[src/rtl/vga_out_stage_pkg.sv]
`default_nettype none
// ============================================================================
//  Module      : vga_pkg
//  Description : Shared types, TinyVGA bit map and default 640x480 timing for
//                the VGA output stage.
//  Revision    : 1.0 - initial release
// ============================================================================
package vga_pkg;

    typedef struct packed {
        logic [1:0] r;
        logic [1:0] g;
        logic [1:0] b;
    } rgb222_t;

    // Per-coordinate attributes carried through the alignment delay line
    typedef struct packed {
        logic    hs;
        logic    vs;
        logic    active;
        logic    pat_en;
        rgb222_t pat;
    } vga_stage_t;

    localparam int c_bit_hs = 7;
    localparam int c_bit_vs = 3;
    localparam int c_bit_r1 = 0;
    localparam int c_bit_g1 = 1;
    localparam int c_bit_b1 = 2;
    localparam int c_bit_r0 = 4;
    localparam int c_bit_g0 = 5;
    localparam int c_bit_b0 = 6;

    localparam int c_def_h_active = 640;
    localparam int c_def_h_fp     = 16;
    localparam int c_def_h_sync   = 96;
    localparam int c_def_h_bp     = 48;
    localparam int c_def_v_active = 480;
    localparam int c_def_v_fp     = 10;
    localparam int c_def_v_sync   = 2;
    localparam int c_def_v_bp     = 33;

    function automatic logic [7:0] pack_tinyvga(input logic hs, input logic vs,
                                                input rgb222_t c);
        logic [7:0] v;
        v           = '0;
        v[c_bit_hs] = hs;
        v[c_bit_vs] = vs;
        v[c_bit_r1] = c.r[1];
        v[c_bit_r0] = c.r[0];
        v[c_bit_g1] = c.g[1];
        v[c_bit_g0] = c.g[0];
        v[c_bit_b1] = c.b[1];
        v[c_bit_b0] = c.b[0];
        return v;
    endfunction

endpackage
`default_nettype wire

[src/rtl/vga_out_stage_timing.sv]
`default_nettype none
// ============================================================================
//  Module      : vga_timing
//  Description : Pixel/line counters, sync and active decode, start pulses and
//                frame counter, all advancing on the pixel enable.
//  Revision    : 1.0 - initial release
// ============================================================================
module vga_timing
    import vga_pkg::*;
#(
    parameter int H_ACTIVE = c_def_h_active,
    parameter int H_FP     = c_def_h_fp,
    parameter int H_SYNC   = c_def_h_sync,
    parameter int H_BP     = c_def_h_bp,
    parameter int V_ACTIVE = c_def_v_active,
    parameter int V_FP     = c_def_v_fp,
    parameter int V_SYNC   = c_def_v_sync,
    parameter int V_BP     = c_def_v_bp,
    parameter int HS_POL   = 0,
    parameter int VS_POL   = 0
) (
    input  logic       clk,
    input  logic       rst_n,
    input  logic       i_pix_ce,
    output logic [9:0] o_x,
    output logic [9:0] o_y,
    output logic       o_active,
    output logic       o_line_start,
    output logic       o_frame_start,
    output logic [7:0] o_frame_cnt,
    output logic       o_hs,
    output logic       o_vs
);

    localparam int   c_h_total  = H_ACTIVE + H_FP + H_SYNC + H_BP;
    localparam int   c_v_total  = V_ACTIVE + V_FP + V_SYNC + V_BP;
    localparam int   c_hs_start = H_ACTIVE + H_FP;
    localparam int   c_hs_end   = H_ACTIVE + H_FP + H_SYNC;
    localparam int   c_vs_start = V_ACTIVE + V_FP;
    localparam int   c_vs_end   = V_ACTIVE + V_FP + V_SYNC;
    localparam logic c_hs_on    = (HS_POL != 0);
    localparam logic c_vs_on    = (VS_POL != 0);

    generate
        if (c_h_total > 1024 || c_v_total > 1024) begin : g_bad_total
            $error("vga_timing: H_TOTAL and V_TOTAL must not exceed 1024");
        end
    endgenerate

    logic [9:0] r_x;
    logic [9:0] r_y;
    logic [7:0] r_frame_cnt;
    logic       w_x_wrap;
    logic       w_y_wrap;
    logic [10:0] w_x_ext;
    logic [10:0] w_y_ext;

    assign w_x_wrap = (r_x == 10'(c_h_total - 1));
    assign w_y_wrap = (r_y == 10'(c_v_total - 1));

    always_ff @(posedge clk) begin
        if (!rst_n) begin
            r_x         <= '0;
            r_y         <= '0;
            r_frame_cnt <= '0;
        end else if (i_pix_ce) begin
            if (w_x_wrap) begin
                r_x <= '0;
                if (w_y_wrap) begin
                    r_y         <= '0;
                    r_frame_cnt <= r_frame_cnt + 8'd1;
                end else begin
                    r_y <= r_y + 10'd1;
                end
            end else begin
                r_x <= r_x + 10'd1;
            end
        end
    end

    // Decode in 11 bits so region bounds equal to 1024 still compare correctly
    assign w_x_ext = {1'b0, r_x};
    assign w_y_ext = {1'b0, r_y};

    assign o_x           = r_x;
    assign o_y           = r_y;
    assign o_frame_cnt   = r_frame_cnt;
    assign o_active      = (w_x_ext < 11'(H_ACTIVE)) && (w_y_ext < 11'(V_ACTIVE));
    assign o_line_start  = (r_x == 10'd0);
    assign o_frame_start = (r_x == 10'd0) && (r_y == 10'd0);
    assign o_hs = ((w_x_ext >= 11'(c_hs_start)) && (w_x_ext < 11'(c_hs_end)))
                  ? c_hs_on : ~c_hs_on;
    assign o_vs = ((w_y_ext >= 11'(c_vs_start)) && (w_y_ext < 11'(c_vs_end)))
                  ? c_vs_on : ~c_vs_on;

endmodule
`default_nettype wire

[src/rtl/vga_out_stage.sv]
`default_nettype none
// ============================================================================
//  Module      : vga_out_stage
//  Description : VGA back end: timing, latency-matched sync delay line, colour
//                select (inputs or colour bars) and registered TinyVGA bus.
//  Revision    : 1.0 - initial release
// ============================================================================
module vga_out_stage
    import vga_pkg::*;
#(
    parameter int H_ACTIVE   = c_def_h_active,
    parameter int H_FP       = c_def_h_fp,
    parameter int H_SYNC     = c_def_h_sync,
    parameter int H_BP       = c_def_h_bp,
    parameter int V_ACTIVE   = c_def_v_active,
    parameter int V_FP       = c_def_v_fp,
    parameter int V_SYNC     = c_def_v_sync,
    parameter int V_BP       = c_def_v_bp,
    parameter int HS_POL     = 0,
    parameter int VS_POL     = 0,
    parameter int PIX_LAT    = 1,
    parameter int COLOR_MODE = 1
) (
    input  logic       clk,
    input  logic       rst_n,
    input  logic       pix_ce,
    input  logic       pattern_en,
    input  logic       mono_i,
    input  logic [5:0] rgb_i,
    output logic [9:0] x_o,
    output logic [9:0] y_o,
    output logic       active_o,
    output logic       line_start_o,
    output logic       frame_start_o,
    output logic [7:0] frame_cnt_o,
    output logic [7:0] uo_out
);

    localparam logic c_hs_on = (HS_POL != 0);
    localparam logic c_vs_on = (VS_POL != 0);

    generate
        if (PIX_LAT < 0 || PIX_LAT > 4) begin : g_bad_lat
            $error("vga_out_stage: PIX_LAT must be within 0..4");
        end
    endgenerate

    logic       w_hs;
    logic       w_vs;
    logic [2:0] w_bar_idx;
    vga_stage_t w_stage;
    vga_stage_t w_blank;
    vga_stage_t w_delayed;
    rgb222_t    w_color;
    logic [7:0] r_uo;

    vga_timing #(
        .H_ACTIVE (H_ACTIVE),
        .H_FP     (H_FP),
        .H_SYNC   (H_SYNC),
        .H_BP     (H_BP),
        .V_ACTIVE (V_ACTIVE),
        .V_FP     (V_FP),
        .V_SYNC   (V_SYNC),
        .V_BP     (V_BP),
        .HS_POL   (HS_POL),
        .VS_POL   (VS_POL)
    ) u_timing (
        .clk           (clk),
        .rst_n         (rst_n),
        .i_pix_ce      (pix_ce),
        .o_x           (x_o),
        .o_y           (y_o),
        .o_active      (active_o),
        .o_line_start  (line_start_o),
        .o_frame_start (frame_start_o),
        .o_frame_cnt   (frame_cnt_o),
        .o_hs          (w_hs),
        .o_vs          (w_vs)
    );

    // Bar index = floor(x*8/H_ACTIVE): x reaches bar i at ceil(i*H_ACTIVE/8)
    always_comb begin
        w_bar_idx = '0;
        for (int i = 1; i < 8; i++) begin
            if ({1'b0, x_o} >= 11'((i * H_ACTIVE + 7) / 8)) begin
                w_bar_idx = 3'(i);
            end
        end
    end

    always_comb begin
        w_stage.hs     = w_hs;
        w_stage.vs     = w_vs;
        w_stage.active = active_o;
        w_stage.pat_en = pattern_en;
        w_stage.pat.r  = {2{w_bar_idx[2]}};
        w_stage.pat.g  = {2{w_bar_idx[1]}};
        w_stage.pat.b  = {2{w_bar_idx[0]}};
    end

    always_comb begin
        w_blank    = '0;
        w_blank.hs = ~c_hs_on;
        w_blank.vs = ~c_vs_on;
    end

    generate
        if (PIX_LAT == 0) begin : g_no_delay
            assign w_delayed = w_stage;
        end else begin : g_delay
            vga_stage_t r_pipe [PIX_LAT];

            always_ff @(posedge clk) begin
                if (!rst_n) begin
                    for (int i = 0; i < PIX_LAT; i++) begin
                        r_pipe[i] <= w_blank;
                    end
                end else if (pix_ce) begin
                    r_pipe[0] <= w_stage;
                    for (int i = 1; i < PIX_LAT; i++) begin
                        r_pipe[i] <= r_pipe[i-1];
                    end
                end
            end

            assign w_delayed = r_pipe[PIX_LAT-1];
        end
    endgenerate

    always_comb begin
        if (!w_delayed.active) begin
            w_color = '0;
        end else if (w_delayed.pat_en) begin
            w_color = w_delayed.pat;
        end else if (COLOR_MODE == 0) begin
            w_color = rgb222_t'({6{mono_i}});
        end else begin
            w_color = rgb222_t'(rgb_i);
        end
    end

    always_ff @(posedge clk) begin
        if (!rst_n) begin
            r_uo <= pack_tinyvga(~c_hs_on, ~c_vs_on, '0);
        end else if (pix_ce) begin
            r_uo <= pack_tinyvga(w_delayed.hs, w_delayed.vs, w_color);
        end
    end

    assign uo_out = r_uo;

endmodule
`default_nettype wire

[config.mk]
export PLATFORM = sky130hd
export DESIGN_NAME = vga_out_stage
export DESIGN_NICKNAME = d
export VERILOG_FILES = /design/src/rtl/vga_out_stage_pkg.sv /design/src/rtl/vga_out_stage_timing.sv /design/src/rtl/vga_out_stage.sv
export SDC_FILE = /design/constraint.sdc
export NUM_CORES = 1
export LEC_CHECK = 0
export ABC_AREA = 0
export BUFFER_PORTS_ARGS = -buffer_cell sky130_fd_sc_hd__buf_2
export CORE_MARGIN = 5
export CORE_UTILIZATION = 30
export DETAILED_ROUTE_END_ITERATION = 10
export GPL_ROUTABILITY_DRIVEN = 0
export PLACE_DENSITY_LB_ADDON = 0.1
export SLEW_MARGIN = 10
export SYNTH_ARGS = -nofsm -noshare
export SYNTH_HDL_FRONTEND = slang
export SYNTH_SLANG_ARGS = --single-unit
[constraint.sdc]
create_clock -name clk -period 2.6 [get_ports clk]
set_clock_uncertainty 0.15 [all_clocks]
set_input_delay 0.52 -clock clk [delete_from_list [all_inputs] [get_ports clk]]
set_output_delay 0.52 -clock clk [all_outputs]
set_load 0.02 [all_outputs]
==> flow_metrics.env <==
export IMPL_clk_pin_slew_ns=0.09
export IMPL_synth_edf_count=7
export IMPL_synth_area_per_cell_um2=8.88
export IMPL_io_buffers=48
export IMPL_final_max_slew_viol_count=0
export IMPL_numCtsBuffers=5
export IMPL_syn_area_mm2=0.00217
export IMPL_dr_pass1_iters=4
export IMPL_post_cts_resized=0
export IMPL_clk_path_buf_depth=2
export IMPL_hp_class="register to register"
export IMPL_avgRoutedWirePerCell_um=13.9
export IMPL_setup_viol=0
export IMPL_wl_mm=5.57
export IMPL_drc_errors=0
export IMPL_p_sw_w=0.000300
export IMPL_grt_pass1_wl_mm=9.47
export IMPL_use_met1_pct=18.0
export IMPL_insertion_delay_ns=0.30
export IMPL_yosysSeqAreaShare_pct=42.8
export IMPL_max_cap_violations=0
export IMPL_p_leak_nw=1.06
export IMPL_fmax_mhz=424
export IMPL_place_worst_setup_slack_ns=0.343
export IMPL_worst_pin_slew_ns=0.392
export IMPL_dieArea_mm2=0.00905
export IMPL_irDropWorstVdd_v=0.000179
export IMPL_antenna_cells=0
export IMPL_hold_buffers=0
export IMPL_area_delta_synth_final_pct=22.9
export IMPL_hpwl_mm=4.08
export IMPL_cpMaxStageDelayCell="or2_1"
export IMPL_grt_busiest_layer="met2"
export IMPL_slew_headroom_pct=73.6
export IMPL_track_usage_pct=13.1
export IMPL_ant_nets=0
export IMPL_fin_tns_setup_ns=0
export IMPL_critPathMaxStageDelay_ns=0.34
export IMPL_cpLargestDelayFamily="simple AND/OR/NAND/NOR gates"
export IMPL_path_buf_inv=1
export IMPL_yosysWarnings=0
export IMPL_use_met3_pct=3.16
export IMPL_nNetsFinal=317
export IMPL_switching_share_pct=23.1
export IMPL_overflow=0
export IMPL_die_h_um=95.1
export IMPL_crit_path_cell_trace="or2_1, nor2_1, and3_1, and4_1, buf_2"
export IMPL_routed_via_density=4.77
export IMPL_grt_pass1_vias=1859
export IMPL_antenna_found_initial=0
export IMPL_cts_sinks=43
export IMPL_cp_start_kind="register"
export IMPL_required_ns=1.93
export IMPL_hold_violations=0
export IMPL_ios=50
export IMPL_drtIter0Drc=106
export IMPL_yosysUniqueCellTypes=44
export IMPL_status="finished, final reports clean"
export IMPL_grt_max_degree=21
export IMPL_synth_top_flop_cell="dfxtp_1"
export IMPL_cts_setup_buffers=0
export IMPL_dieWidth_um=95.1
export IMPL_syn_nets=262
export IMPL_crit_arrival_ns=1.69
export IMPL_floorplan_initialDensity_pct=30.5
export IMPL_period_minus_slack_ns=2.36
export IMPL_p_int_w=0.00100
export IMPL_cp_end_kind="output pin"
export IMPL_pwr_share_clk_pct=40.2
export IMPL_synth_area_top_cells="dfxtp_1, edfxtp_1, mux2i_1"
export IMPL_std_cell_rows=31
export IMPL_setup_slack_ns=0.243
export IMPL_yosysTopAreaCellShare_pct=33.1
export IMPL_grt_util_met2_pct=20.5
export IMPL_core_mm2=0.00714
export IMPL_num_vias=1908
export IMPL_period_share_pct=90.7
export IMPL_synthArstFlopShare_pct=0
export IMPL_combPwrFrac_pct=6.3
export IMPL_rsz0062_at_grt="no"
export IMPL_seqPwrFrac_pct=53.5
export IMPL_crit_fanout=8
export IMPL_synth_largest_area_cell="dfxtp_1"
export IMPL_synth_seq_cells=43
export IMPL_drive_above_1_share_pct=23.9
export IMPL_cts_tree="done"
export IMPL_htree_levels=2
export IMPL_path_class="register to output pin"
export IMPL_fillers=809
export IMPL_finalPower_w=0.00130
export IMPL_clockRootBuffer="clkbuf_8"
export IMPL_power_density_mw_per_mm2=487
export IMPL_syn_inst=245
registers in the layout, indices dropped and copies added, names as in the netlist:
signal                count
u_timing.o_x             10
u_timing.o_y             10
u_timing.o_frame_cnt      8
uo_out                    8
g_delay.r_pipe            7
cells by family after synthesis:
family | synth area share, %
AND/OR/NAND/NOR | 26.8
multiplexers | 4.60
adder cells (fa/ha/maj) | 3.91
buffers and inverters | 5.52
AO/OA/AOI/OAI | 11.9
flip-flops | 42.8
XOR/XNOR | 4.43
Yosys cell counts (3+ instances only):
cell type / instances
or3_1: 5
xnor2_1: 7
nand4_1: 4
edfxtp_1: 7
dfxtp_1: 36
clkbuf_1: 7
and4_1: 3
a21oi_1: 14
nand2_1: 23
ha_1: 6
o31ai_1: 5
nor2b_1: 3
xor2_1: 4
nand3_1: 12
nor4_1: 4
nor2_1: 19
o21ai_0: 13
nand2b_1: 5
buf_2: 3
buf_6: 3
mux2i_1: 10
inv_1: 10
and3_1: 7
or4_1: 8
nand4b_1: 3
metrics by stage:
stage               hold slack, ns  cells  utilization (%)  instance area, um^2
floorplan                    0.288    245                -                 2170
global placement             0.280    392             35.9                 2560
detailed placement           0.290    392             35.9                 2560
CTS                          0.311    400             37.4                 2670
global route                 0.351    400             37.4                 2670
finish                       0.303    400             37.4                 2670
per-layer routing:
| layer | vias up | share of wire, % |
|---|---|---|
| met5 | - | 0 |
| met4 | 0 | 1.1 |
| met3 | 5 | 5.5 |
| met2 | 42 | 44 |
| met1 | 873 | 49 |
| li1 | 988 | - |
layout by cell type (no fill, tap or decap), types with 3 or more instances in the layout:
cell / synthesis / routed
nand2_1: 23 / 23
buf_2: 3 / 48
a21oi_1: 14 / 14
o21ai_0: 13 / 13
ha_1: 6 / 6
dfxtp_1: 36 / 36
and4_1: 3 / 3
nand4_1: 4 / 4
or3_1: 5 / 5
nor2b_1: 3 / 3
nor2_1: 19 / 19
xnor2_1: 7 / 7
buf_4: 0 / 14
nand4b_1: 3 / 3
mux2i_1: 10 / 10
and3_1: 7 / 7
inv_1: 10 / 10
nor4_1: 4 / 4
clkbuf_8: 0 / 5
nand2b_1: 5 / 5
nand3_1: 12 / 12
xor2_1: 4 / 4
edfxtp_1: 7 / 7
or4_1: 8 / 8
o31ai_1: 5 / 5
layout make-up:
cell class              instances  area (um^2)  share of cell area, %
clock buffers                   5         68.8                   2.57
flip-flops and latches         43          931                   34.8
inverters                      11         41.3                   1.54
repair buffers                 62          345                   12.9
clock inverters                 3         38.8                   1.45
multi-input cells             177         1120                   42.0
well taps                      99          124                   4.63
final timing paths:
kind                                 from                              endpoint  slack, ns  cells past startpoint
min reg2reg        uo_out[6]$_SDFFE_PN0P_                uo_out[6]$_SDFFE_PN0P_       0.30                      2
max reg2reg  u_timing.o_x[1]$_SDFFE_PN0P_  u_timing.o_frame_cnt[7]$_SDFFE_PN0P_       0.42                      5
min                uo_out[6]$_SDFFE_PN0P_                uo_out[6]$_SDFFE_PN0P_       0.30                      2
max          u_timing.o_x[6]$_SDFFE_PN0P_                         frame_start_o       0.24                      5
power groups by stage:
stage | registers [W] | logic, W | clock network [W]
after global placement | 0.000712 | 0.0000828 | 0
after global routing | 0.000699 | 0.0000900 | 0.000569
after floorplan | 0.000715 | 0.0000437 | 0
final | 0.000696 | 0.0000815 | 0.000523
after detailed placement | 0.000712 | 0.0000829 | 0
after CTS | 0.000697 | 0.0000837 | 0.000545
worst min-delay path, cell delays in order, from the launching register on:
cell and delay, ns:
dfxtp_1 0.33, nand2_1 0.04, o21ai_0 0.05
Note: power is estimated with default switching activity, not from simulation.
